File: src/rtl/time_lcd_writer.sv
// Snapshots sec/min/hour on change or refresh, converts each field to two ASCII
// digits by repeated subtraction and streams "HH:MM:SS" over a valid/ready link.
module time_lcd_writer #(
    parameter logic [6:0] COL_BASE = 7'h00,
    parameter logic [7:0] SEP_CHAR = 8'h3A
) (
    input  logic       clock,
    input  logic       resetn,
    input  logic [5:0] sec,
    input  logic [5:0] min,
    input  logic [5:0] hour,
    input  logic       refresh,
    input  logic       char_ready,
    output logic       char_valid,
    output logic [7:0] char_data,
    output logic [6:0] char_addr,
    output logic       busy,
    output logic       frame_done
);

    typedef enum logic [1:0] {StIdle, StConv, StSend} state_e;

    state_e     state_q, state_d;
    logic       first_q, first_d;
    logic [5:0] snap_sec_q, snap_sec_d;
    logic [5:0] snap_min_q, snap_min_d;
    logic [5:0] snap_hour_q, snap_hour_d;
    logic [5:0] rem_sec_q, rem_sec_d;
    logic [5:0] rem_min_q, rem_min_d;
    logic [5:0] rem_hour_q, rem_hour_d;
    logic [2:0] tens_sec_q, tens_sec_d;
    logic [2:0] tens_min_q, tens_min_d;
    logic [2:0] tens_hour_q, tens_hour_d;
    logic [2:0] index_q, index_d;
    logic       frame_done_q, frame_done_d;

    logic       time_changed;
    logic       conv_done;

    assign time_changed = (sec != snap_sec_q) || (min != snap_min_q) || (hour != snap_hour_q);
    assign conv_done    = (rem_sec_q < 6'd10) && (rem_min_q < 6'd10) && (rem_hour_q < 6'd10);

    always_ff @(posedge clock or negedge resetn) begin
        if (!resetn) begin
            state_q      <= StIdle;
            first_q      <= 1'b1;
            snap_sec_q   <= '0;
            snap_min_q   <= '0;
            snap_hour_q  <= '0;
            rem_sec_q    <= '0;
            rem_min_q    <= '0;
            rem_hour_q   <= '0;
            tens_sec_q   <= '0;
            tens_min_q   <= '0;
            tens_hour_q  <= '0;
            index_q      <= '0;
            frame_done_q <= 1'b0;
        end else begin
            state_q      <= state_d;
            first_q      <= first_d;
            snap_sec_q   <= snap_sec_d;
            snap_min_q   <= snap_min_d;
            snap_hour_q  <= snap_hour_d;
            rem_sec_q    <= rem_sec_d;
            rem_min_q    <= rem_min_d;
            rem_hour_q   <= rem_hour_d;
            tens_sec_q   <= tens_sec_d;
            tens_min_q   <= tens_min_d;
            tens_hour_q  <= tens_hour_d;
            index_q      <= index_d;
            frame_done_q <= frame_done_d;
        end
    end

    always_comb begin
        state_d      = state_q;
        first_d      = first_q;
        snap_sec_d   = snap_sec_q;
        snap_min_d   = snap_min_q;
        snap_hour_d  = snap_hour_q;
        rem_sec_d    = rem_sec_q;
        rem_min_d    = rem_min_q;
        rem_hour_d   = rem_hour_q;
        tens_sec_d   = tens_sec_q;
        tens_min_d   = tens_min_q;
        tens_hour_d  = tens_hour_q;
        index_d      = index_q;
        frame_done_d = 1'b0;

        unique case (state_q)
            StIdle: begin
                if (time_changed || refresh || first_q) begin
                    snap_sec_d  = sec;
                    snap_min_d  = min;
                    snap_hour_d = hour;
                    rem_sec_d   = sec;
                    rem_min_d   = min;
                    rem_hour_d  = hour;
                    tens_sec_d  = '0;
                    tens_min_d  = '0;
                    tens_hour_d = '0;
                    first_d     = 1'b0;
                    state_d     = StConv;
                end
            end
            StConv: begin
                // All three fields subtract in lockstep; the slowest field sets the length.
                if (rem_sec_q >= 6'd10) begin
                    rem_sec_d  = rem_sec_q - 6'd10;
                    tens_sec_d = tens_sec_q + 3'd1;
                end
                if (rem_min_q >= 6'd10) begin
                    rem_min_d  = rem_min_q - 6'd10;
                    tens_min_d = tens_min_q + 3'd1;
                end
                if (rem_hour_q >= 6'd10) begin
                    rem_hour_d  = rem_hour_q - 6'd10;
                    tens_hour_d = tens_hour_q + 3'd1;
                end
                if (conv_done) begin
                    index_d = '0;
                    state_d = StSend;
                end
            end
            StSend: begin
                if (char_ready) begin
                    index_d = index_q + 3'd1;
                    if (index_q == 3'd7) begin
                        frame_done_d = 1'b1;
                        state_d      = StIdle;
                    end
                end
            end
            default: state_d = StIdle;
        endcase
    end

    always_comb begin
        char_data = 8'h00;
        if (state_q == StSend) begin
            case (index_q)
                3'd0:    char_data = 8'h30 + {5'd0, tens_hour_q};
                3'd1:    char_data = 8'h30 + {4'd0, rem_hour_q[3:0]};
                3'd2:    char_data = SEP_CHAR;
                3'd3:    char_data = 8'h30 + {5'd0, tens_min_q};
                3'd4:    char_data = 8'h30 + {4'd0, rem_min_q[3:0]};
                3'd5:    char_data = SEP_CHAR;
                3'd6:    char_data = 8'h30 + {5'd0, tens_sec_q};
                default: char_data = 8'h30 + {4'd0, rem_sec_q[3:0]};
            endcase
        end
    end

    assign char_valid = (state_q == StSend);
    assign char_addr  = COL_BASE + {4'd0, index_q};
    assign busy       = (state_q != StIdle);
    assign frame_done = frame_done_q;

endmodule

File: config.mk
export PLATFORM = sky130hd
export DESIGN_NAME = time_lcd_writer
export DESIGN_NICKNAME = d
export VERILOG_FILES = /design/src/rtl/time_lcd_writer.sv
export SDC_FILE = /design/constraint.sdc
export NUM_CORES = 1
export LEC_CHECK = 0
export ABC_AREA = 1
export CAP_MARGIN = 10
export CORE_UTILIZATION = 40
export DETAILED_ROUTE_END_ITERATION = 16
export DONT_BUFFER_PORTS = 1
export GPL_TIMING_DRIVEN = 0
export HOLD_SLACK_MARGIN = 0.06
export PLACE_DENSITY_LB_ADDON = 0.3
export REMOVE_ABC_BUFFERS = 1
export SYNTH_ARGS = -nofsm -noshare
export SYNTH_HDL_FRONTEND = slang
export SYNTH_SLANG_ARGS = --single-unit
File: constraint.sdc
create_clock -name clock -period 2.2 [get_ports clock]
set_clock_uncertainty 0.05 [all_clocks]
set_input_delay 0.44 -clock clock [delete_from_list [all_inputs] [get_ports clock]]
set_output_delay 0.44 -clock clock [all_outputs]
set_load 0.01 [all_outputs]
**Word-level counts from Yosys, hierarchy flattened**

Cells that the tools add are included.

- Add/subtract/negate cells: 13
- Reduce and logical (&&, ||, !) cells: 18
- $lt $le $gt $ge: 6
- Multiplexer cells: 29
- Equality and inequality tests: 19

Operators with widths:

| cell | count |
|---|---|
| $pmux 7 s6 | 1 |
| $mux 6 | 6 |
| $pmux 6 s2 | 3 |
| $pmux 3 s2 | 4 |
| $add 6x3->7 const A | 3 |
| $add 6x4->7 const A | 3 |
| $ge 6x4->1 const B | 3 |
| $lt 6x4->1 const B | 3 |
| $mux 3 | 6 |
| $ne 6x6->1 | 3 |
| $sub 6x4->6 const B | 3 |
| $add 3x1->3 const B | 4 |
| $eq 3x3->1 const B | 4 |
| $ne 2x2->1 const B | 6 |
| $reduce_and 3->1 | 4 |
| $mux 2 | 4 |
| $mux 8 | 1 |
| $eq 3x2->1 const B | 2 |
| $pmux 2 s3 | 1 |
| $reduce_bool 2->1 | 3 |
| $logic_or 1x1->1 | 4 |
| $reduce_and 4->1 | 1 |
| $eq 3x1->1 const B | 1 |
| $logic_not 3->1 | 1 |
| 8 further kinds | 11 |

- Output and inout port bits: 18
- Bits in registers: 52
- Input bits: 22

**Longest topological paths before layout**

Gate-level depths: netlist of run 1.

- Word-level depth: 7
- Depth in mapped cells: 12
- Gate-level depth less buffers: 10

**Worst setup path before layout of run 1**

OpenSTA, ideal clock, no wires.

- Kind: reg2out
- Start point: register index_q[2]
- End point: output port char_data[1]
- Setup slack: 91 ps
- Arrival time: 1619 ps
- Path buffers: 0
- Cell stages (with the launch flop): 8
- Cell sequence: dfrtp_1 clkinv_1 ha_1 inv_1 nand4_1 nor2_1 inv_1 a31oi_1

- Cells in the longest elaborated chain, start to end: 4
- Elaborated cells between the ends (all ways): 10
- Those cells by class: eq/ne: 6; mux: 2; reduce/logical: 2

Ends and longest elaborated chain:

| element | line | source |
|---|---|---|
| start: declaration | 34 | `logic [2:0] index_q, index_d;` |
| start signal: assignment | 70 | `index_q <= index_d;` |
| $eq 3x3->1 / $eq 3x2->1 (equally long branches) | 141 | `case (index_q)` |
| $reduce_or 2->1 (no source line) | n/a |  |
| $pmux 7 s6 (*) | 141 |  |
| $mux 8 (*) | 140 | `if (state_q == StSend) begin` |
| end: declaration | 15 | `output logic [7:0] char_data,` |

Mark *: on every way between the ends. The rest lies on a longest branch, timed or not.

**Final worst setup path of run 1**

- Start point: register index_q[1]
- End point: output port char_data[1]

Same word-level chain as after synthesis.

==> results of run 1 <==
[metrics by stage]
step	std cells	utilization
2_1_floorplan	432	-
3_3_place_gp	534	0.418
3_5_place_dp	534	0.418
4_1_cts	547	0.456
5_1_grt	551	0.465
6_report	551	0.465
[final cells by class]
| cell class | count | area share |
|---|---|---|
| Timing Repair Buffer | 9 | 0.0250 |
| Sequential cell | 52 | 0.362 |
| Clock buffer | 7 | 0.0267 |
| Clock inverter | 1 | 0.00832 |
| Tap cell | 102 | 0.0354 |
| Inverter | 67 | 0.0718 |
| Multi-Input combinational cell | 313 | 0.471 |
[how the worst max path moves through the flow]
stage / slack (ps) / start / to / cells past startpoint
5_1_grt: -200 / index_q[0]$_DFFE_PN0P_ / char_data[1] / 8
2_1_floorplan: 90 / index_q[2]$_DFFE_PN0P_ / char_data[1] / 7
4_1_cts: -120 / index_q[1]$_DFFE_PN0P_ / char_data[1] / 8
6_report: -120 / index_q[1]$_DFFE_PN0P_ / char_data[1] / 8
3_3_place_gp: -140 / min[1] / snap_sec_q[2]$_DFFE_PN0P_ / 9
3_5_place_dp: -210 / min[1] / snap_sec_q[5]$_DFFE_PN0P_ / 9
[per-layer routing]
metal,vias up,track usage,part of all wire
li1,1414,-,-
met1,1311,0.278,0.47
met2,63,0.307,0.46
met3,6,0.0398,0.054
met4,0,0.0508,0.011
met5,-,0,0
[sequential cells by signal, summed over array words and instances, names as in the netlist]
register / flops
frame_done: 1
tens_sec_q: 3
rem_sec_q: 6
first_q: 1
index_q: 3
tens_hour_q: 3
snap_min_q: 6
rem_min_q: 6
rem_hour_q: 6
state_q: 2
tens_min_q: 3
snap_hour_q: 6
snap_sec_q: 6
[critical path, stage by stage, from the launching register on]
cell,delay (ps)
dfrtp_2,480
ha_4,190
ha_4,170
inv_2,60
nand4_1,120
nor2_4,170
inv_4,80
o21ai_2,180
a31oi_4,60
[synth_stat cells (all sizes together)]
master,number
conb,1
o22ai,5
o21ai,53
xnor2,3
a31oi,1
buf,16
dfstp,1
clkbuf,3
nand3b,2
nand4,5
inv,66
a211oi,4
nand3,55
nor2,29
a21oi,6
ha,12
nor3,2
nand2,123
clkinv,1
xor2,7
dfrtp,51
[logic make-up (layout without fill, tap and decap cells)]
kind of cell	after synthesis	after routing	share of synthesized area
flops	52	52	0.402
simple gates	216	216	0.290
compound gates	69	69	0.113
buf+inv	86	84	0.120
xor+xnor	10	10	0.0271
other cells	1	6	0.00116
fa+ha+maj	12	12	0.0464
[cell usage in the layout, fill, tap and decap left out, types with 2 or more instances in the layout]
cell,count
nand2_1,117
inv_1,57
nand3_1,54
o21ai_0,48
dfrtp_1,48
nor2_1,24
inv_2,8
xor2_1,7
ha_1,7
clkbuf_8,7
buf_4,7
conb_1,6
nand2_2,5
o22ai_1,5
nand4_1,4
nor2_4,3
a211oi_1,3
o21ai_2,3
a21oi_2,3
a21oi_1,3
xnor2_1,3
ha_4,3
dfrtp_2,3
o21ai_1,2
nor2_2,2
nand3b_1,2
ha_2,2
[timing repair]
action                                  4_1_cts  5_1_grt
endpoints found under the setup margin       50        5
gates cloned                                  0        0
buffers inserted                              3        4
resized for setup                            31        8
endpoints found under the hold margin        52        0
pin swaps                                     5        1
hold buffers                                  2        0
[report_power, final]
group	leakage, nW	internal (mW)	switching [mW]
registers	0.613	1.43	0.425
logic	1.18	0.948	1.38
clock network	0.0645	0.402	0.338
==> results.toml, run 1 <==
[global_route]
grt_pass1_vias = 2600
grt_first_pass_wirelength_um = 13100
antenna_found_initial = 0
grt_usage = 0.197
grt_max_degree = 68
grt-ovfl-total = 0

[yosys]
synthTopCellsByArea = "dfrtp_1, nand2_1, nand3_1"
yosys.area.top_type = "dfrtp_1"
synthesis.area_um2 = 3240
synth-seq-area-share = 0.402
ys_seq_elements = 52
yosysUniqueCellTypes = 31
syn_inst = 446
synth_top_area_frac = 0.394
synth_warnings = 0
avgSynthCellArea_um2 = 7.26

[floorplanning]
core_um2 = 7770
die_w_um = 92.0
dieArea_um2 = 8460
num_rows = 32
die-height_um = 92.0
ios = 40
initial_core_util = 0.417

[sta]
tightest_slew_ps = 815
relSlewSlack = 0.455
fmax_mhz = 432
worst_hold_slack_ps = 218
period_share = 1.05
slew_viol_final = 0
period_needed_ps = 2320
setup_viol = 4
finalSetupTns_ps = -361
finalWorstSetupSlack_ps = -117
rsz0062_at_grt = "yes"
hold_viol = 0

[clocking]
insertion_delay_ps = 320
cts_tree = "done"
cts_root_buffer = "clkbuf_8"
clock_path_buffers = 2
clkTransAtPathRegs_ps = 100
htree_num_levels = 2
clock-sinks = 52
cts-buffers-inserted = 5

[drt]
detail-route-antenna-nets = 0
routed_wl_um = 7960
vias = 2794
drtIter0Drc = 250
drc_errors = 0
via_per_inst = 5.07
wl_per_cell_um = 14.5
drtPass1Iterations = 5

[final_layout]
finish.instance_area_um2 = 3610
fill_cells = 796
multi_input_comb_area_um2 = 1700
synthToLayoutAreaGrowth_pct = 11.5
n_antenna_cell = 0
regArea_um2 = 1310
drive_above_1_share = 0.127
nets = 482

[critical_path]
crit_type = "reg -> out"
cp.required_ps = 1710
r2r_end = "snap_min_q[0]$_DFFE_PN0P_"
worstSetupEndpointType = "output pin"
arrival_ps = 1830
r2r_slack_ps = 260
rr_worst_depth = 3
cp_max_fo = 6
cp-start-kind = "flip-flop"
r2r_start = "state_q[0]$_DFFE_PN0P_"

[placement]
placed_area_um2 = 3250
port_buffers = 0
place.gp.congestion = 0.829
preCtsSetupSlack_ps = -207
hpwl_um = 5230

[min_path]
holdPathEnd = "frame_done$_DFF_PN0_"
min_path_cells = 2
hp-class = "in -> reg"
hold_start = "char_ready"

[outcome]
status = "complete, but fails checks"
violations = "negative setup slack"

[pwr]
vdd_drop_max_v = 0.000376
powerDensity_nw_per_um2 = 1360
finalPower_mw = 4.93
p_leak_nw = 1.85

[run]
max_cap_violations = 0
No activity file was read; power rests on OpenSTA's default activity.
==> run 2, diff against run 1 <==
- BUFFER_PORTS_ARGS: default -> -buffer_cell sky130_fd_sc_hd__buf_2
- DONT_BUFFER_PORTS: 1 -> default
==> run 2 against run 1 <==
Against the previous run:
- the flow still finishes with violations (negative setup slack)
- core utilization is 0.16 points higher
- sequential power hardly changed
- critical path depth stayed put
- sequential share of layout area is 0.19 points lower
- combinational power is 2% lower
- final cell count is 5.1% higher
- clock-buffer cell count is 2 lower
- design area is 0.35% higher
- clock power is 19% lower
- first-iteration DRC count is 34% lower
- critical endpoint is now char_data[3]
- largest cell class unchanged
- highest routed layer unchanged
==> results.toml, run 2 (synthesis results as in run 1) <==
[outcome]
status = "complete, but fails checks"
violations = "negative setup slack"

[run]
max_cap_violations = 0

[sta]
tightest_slew_ps = 651
period_share = 1.07
worst_hold_slack_ps = 29.5
finalSetupTns_ps = -521
fmax_mhz = 427
hold_viol = 0
rsz0062_at_grt = "yes"
period_needed_ps = 2340
slew_viol_final = 0
finalWorstSetupSlack_ps = -144
relSlewSlack = 0.565
setup_viol = 4

[global_route]
grtUsageMet2 = 0.313
grt-ovfl-total = 0
grt_first_pass_wirelength_um = 12800
grt_max_degree = 68
use_met3 = 0.0290
grt_usage = 0.191
antenna_found_initial = 0
grt_pass1_vias = 2677
top_usage_layer = "met2"
use_met1 = 0.263

[critical_path]
worstSetupEndpointType = "output pin"
crit_type = "reg -> out"
r2r_start = "state_q[1]$_DFFE_PN0P_"
path_cells = "ha_2 > ha_4 > inv_2 > nand4_1 > nor2_4 > nor3_2 > a211oi_1 > buf_2"
r2r_slack_ps = 280
critPathSlowestCell = "dfrtp_1"
cp-start-kind = "flip-flop"
cp_max_fo = 4
cp.required_ps = 1710
rr_worst_depth = 4
slowest_delay_ps = 430
arrival_ps = 1850
r2r_end = "rem_sec_q[2]$_DFFE_PN0P_"

[pwr]
p_sw_mw = 2.11
seq_power_share = 0.387
vdd_drop_max_v = 0.000461
powerDensity_nw_per_um2 = 1300
comb_power_share = 0.485
p_clk_frac = 0.128
swShare = 0.448
internal_power_mw = 2.60
p_leak_nw = 1.95

[drt]
vias = 2870
detail-route-antenna-nets = 0
drtIter0Drc = 164
wl_per_cell_um = 13.0
drtPass1Iterations = 4
routed_wl_um = 7540
drc_errors = 0
via_per_inst = 4.96

[final_layout]
n_antenna_cell = 0
nets = 510
fill_cells = 801
drive_above_1_share = 0.164
synthToLayoutAreaGrowth_pct = 11.9
final_common_cell = "nand2_1"
final_cell_mix = "nand2_1, inv_1, nand3_1"

[clocking]
ctsHoldBuffers = 0
htree_num_levels = 2
clkTransAtPathRegs_ps = 110
cts_root_buffer = "clkbuf_8"
clock_path_buffers = 2
cts_tree = "done"
cts-buffers-inserted = 5
insertion_delay_ps = 320
clock-sinks = 52

[floorplanning]
core_um2 = 7770
die_w_um = 92.0
ios = 40
die-height_um = 92.0
num_rows = 32
initial_core_util = 0.417
dieArea_um2 = 8460

[min_path]
hp-class = "in -> async"

[placement]
hpwl_um = 5240
place.gp.congestion = 0.836
port_buffers = 33
[run 2: worst max path at each step]
| stage | cells after the start | startpoint | endpoint | slack (ps) |
|---|---|---|---|---|
| after CTS | 8 | index_q[0]$_DFFE_PN0P_ | char_data[3] | -160 |
| final | 8 | index_q[1]$_DFFE_PN0P_ | char_data[3] | -140 |
| after detailed placement | 10 | sec[5] | snap_min_q[3]$_DFFE_PN0P_ | -280 |
| after global routing | 8 | index_q[0]$_DFFE_PN0P_ | char_data[3] | -270 |
| after global placement | 10 | min[1] | snap_min_q[2]$_DFFE_PN0P_ | -240 |
| after floorplan | 7 | index_q[2]$_DFFE_PN0P_ | char_data[1] | 90 |
[run 2: layer usage]
layer  part of all wire  wire length [um]
met5                  0                 0
met4              0.011                84
met3              0.042               315
met2               0.46              3490
met1               0.48              3650
[run 2: power groups by stage]
| stage | registers [mW] | clock network [mW] | logic, mW |
|---|---|---|---|
| 3_5_place_dp | 1.83 | 0 | 2.19 |
| 6_report | 1.82 | 0.602 | 2.28 |
| 5_1_grt | 1.89 | 0.635 | 2.66 |
| 2_1_floorplan | 1.73 | 0 | 1.75 |
| 3_3_place_gp | 1.81 | 0 | 2.13 |
| 4_1_cts | 1.81 | 0.606 | 2.25 |
[run 2: final cells by class]
| type | instances | area (um2) | area share |
|---|---|---|---|
| sequential | 52 | 1300 | 0.360 |
| clock inverter | 3 | 25.0 | 0.00691 |
| timing repair buffer | 37 | 208 | 0.0574 |
| multi-input combinational | 313 | 1630 | 0.451 |
| clock buffer | 5 | 68.8 | 0.0190 |
| inverter | 67 | 255 | 0.0705 |
| tap | 102 | 128 | 0.0352 |
[run 2: timing repair]
action                                  CTS  global route
buffers inserted                          3             0
pin swaps                                 4             7
endpoints found under the hold margin     0             0
endpoints found under the setup margin   50             4
gates resized for setup                  14            11
[run 2: stage by stage]
stage / total power [mW] / utilization / cells / setup slack (ps) / cell area [um2]
floorplan: 3.49 / - / 432 / 90.7 / 3120
detailed placement: 4.03 / 0.439 / 567 / -279 / 3410
CTS: 4.67 / 0.458 / 578 / -158 / 3560
global placement: 3.94 / 0.439 / 567 / -238 / 3410
finish: 4.71 / 0.466 / 579 / -144 / 3620
global route: 5.18 / 0.466 / 579 / -271 / 3620
[run 2: critical path: cells and delay by family, from the launching register on]
kind | cells | cell delay, ps
flops | 1 | 430
fa+ha+maj | 2 | 400
simple gates | 3 | 330
buf+inv | 2 | 210
compound gates | 1 | 160
==> run 3, diff against run 2 <==
--- a/config.mk
+++ b/config.mk
@@ -16,2 +16,3 @@
 export REMOVE_ABC_BUFFERS = 1
+export SLEW_MARGIN = 20
 export SYNTH_ARGS = -nofsm -noshare
--- a/constraint.sdc
+++ b/constraint.sdc
@@ -4,2 +4,2 @@
 set_output_delay 0.44 -clock clock [all_outputs]
-set_load 0.01 [all_outputs]
+set_load 0.02 [all_outputs]
==> run 3 against run 2 <==
Against the previous run:
- the run still ends with negative setup slack left
- hold slack gained 60 ps
- first-iteration DRC count down 3.7%
- final cell count unchanged
- die area did not move
- worst setup slack got worse by 31 ps
- design area shrank 0.55%
- register-to-register slack barely moved
- sequential cell count unchanged
- sequential power hardly changed
- global-route usage up 0.11 points
- total power down 0.17%
- critical endpoint is now char_data[1]
- largest cell class unchanged
- largest power group unchanged
==> results.toml, run 3 (synthesis results as in run 1) <==
[drt]
drc_errors = 0
wl_per_cell_um = 13.0
detail-route-antenna-nets = 0
vias = 2875
routed_wl_um = 7510
via_per_inst = 4.97
drtIter0Drc = 158
drtPass1Iterations = 4

[clocking]
cts_tree = "done"
cts-buffers-inserted = 5
htree_num_levels = 2
clock_path_buffers = 2
insertion_delay_ps = 320
clkTransAtPathRegs_ps = 110
clock-sinks = 52
cts_root_buffer = "clkbuf_8"

[pwr]
p_leak_nw = 1.94
vdd_drop_max_v = 0.000404
powerDensity_nw_per_um2 = 1300
comb_power_share = 0.486
seq_power_share = 0.387
internal_power_mw = 2.60
p_clk_frac = 0.126
swShare = 0.448
finalPower_mw = 4.70
p_sw_mw = 2.10

[sta]
fmax_mhz = 421
finalWorstSetupSlack_ps = -175
slew_viol_final = 0
tightest_slew_ps = 698
finalSetupTns_ps = -648
period_share = 1.08
rsz0062_at_grt = "yes"
period_needed_ps = 2370
relSlewSlack = 0.534
setup_viol = 4
hold_viol = 0

[global_route]
grt_pass1_vias = 2687
grt-ovfl-total = 0
grt_first_pass_wirelength_um = 12800
grt_max_degree = 68
grt_usage = 0.192
antenna_found_initial = 0

[placement]
hpwl_um = 5240
preCtsSetupSlack_ps = -273
placed_area_um2 = 3410
port_buffers = 33
place.gp.congestion = 0.836
dp.cells = 567

[critical_path]
cp.required_ps = 1710
arrival_ps = 1880
worstSetupEndpointType = "output pin"
cp_max_fo = 6
cp-start-kind = "flip-flop"
crit_type = "reg -> out"
rr_worst_depth = 4

[final_layout]
instances_no_fill = 579
nets = 510
drive_above_1_share = 0.159
synthToLayoutAreaGrowth_pct = 11.2
n_antenna_cell = 0
final_common_cell = "nand2_1"
fill_cells = 811
final_cell_mix = "nand2_1, inv_1, nand3_1"
finish.instance_area_um2 = 3600

[outcome]
status = "complete, but fails checks"
violations = "negative setup slack"

[floorplanning]
die_w_um = 92.0
die-height_um = 92.0
dieArea_um2 = 8460
ios = 40
initial_core_util = 0.417
num_rows = 32
core_um2 = 7770

[min_path]
hp-class = "in -> async"

[run]
max_cap_violations = 0
## run 3: cell count changes in the layout (fill, tap and decap cells not counted), moves of 2 or more
cell / delta
buf_2: -3
a211oi_1: +2
buf_4: +4
a211oi_2: -2
## run 3: cell type report
cell class | count | area, um2 | share of cell area
Clock buffer | 5 | 68.8 | 0.0191
Clock inverter | 3 | 25.0 | 0.00695
Inverter | 67 | 255 | 0.0709
Multi-Input combinational cell | 313 | 1620 | 0.449
Sequential cell | 52 | 1300 | 0.362
Tap cell | 102 | 128 | 0.0354
Timing Repair Buffer | 37 | 203 | 0.0563
## run 3: per-stage QoR
step                      hold slack, ps  utilization
after floorplan                     94.4            -
after global placement               400        0.439
after detailed placement             407        0.440
after CTS                            126        0.457
after global routing                 155        0.464
final                               89.4        0.464
## run 3: timing repair
item	4_1_cts	5_1_grt
gates resized for setup	15	9
cloned	0	0
hold buffers	0	0
pin swaps	4	2
setup endpoints to repair	50	4
setup buffers	1	3
## run 3: worst paths after layout
kind / slack, ps / start / to
setup / recovery: -170 / index_q[1]$_DFFE_PN0P_ / char_data[1]
setup reg to reg: 270 / state_q[1]$_DFFE_PN0P_ / rem_sec_q[1]$_DFFE_PN0P_
max in group asynchronous: 1490 / resetn / index_q[2]$_DFFE_PN0P_
min in group clock: 320 / char_ready / frame_done$_DFF_PN0_
hold reg to reg: 420 / first_q$_DFFE_PN1P_ / first_q$_DFFE_PN1P_
hold / removal: 90 / resetn / snap_sec_q[4]$_DFFE_PN0P_
## run 3: power groups by stage
stage | clock (mW) | combinational (mW) | sequential (mW)
2_1_floorplan | 0 | 1.76 | 1.74
3_3_place_gp | 0 | 2.14 | 1.81
3_5_place_dp | 0 | 2.21 | 1.84
4_1_cts | 0.614 | 2.25 | 1.82
5_1_grt | 0.644 | 2.67 | 1.89
6_report | 0.593 | 2.29 | 1.82
## run 3: critical path, stage by stage, from the launching register on
cell	delay (ps)
dfrtp_1	440
ha_2	230
ha_4	170
inv_2	50
nand4_1	120
nor2_4	150
inv_4	60
a31oi_1	160
buf_2	180
## run 3: per-layer routing
metal,wire (um),track usage,share of wire,vias to the layer above
met5,0,0,0,-
met4,132,0.0638,0.018,0
met3,308,0.0348,0.041,9
met2,3380,0.304,0.45,61
met1,3690,0.264,0.49,1336
li1,-,-,-,1469
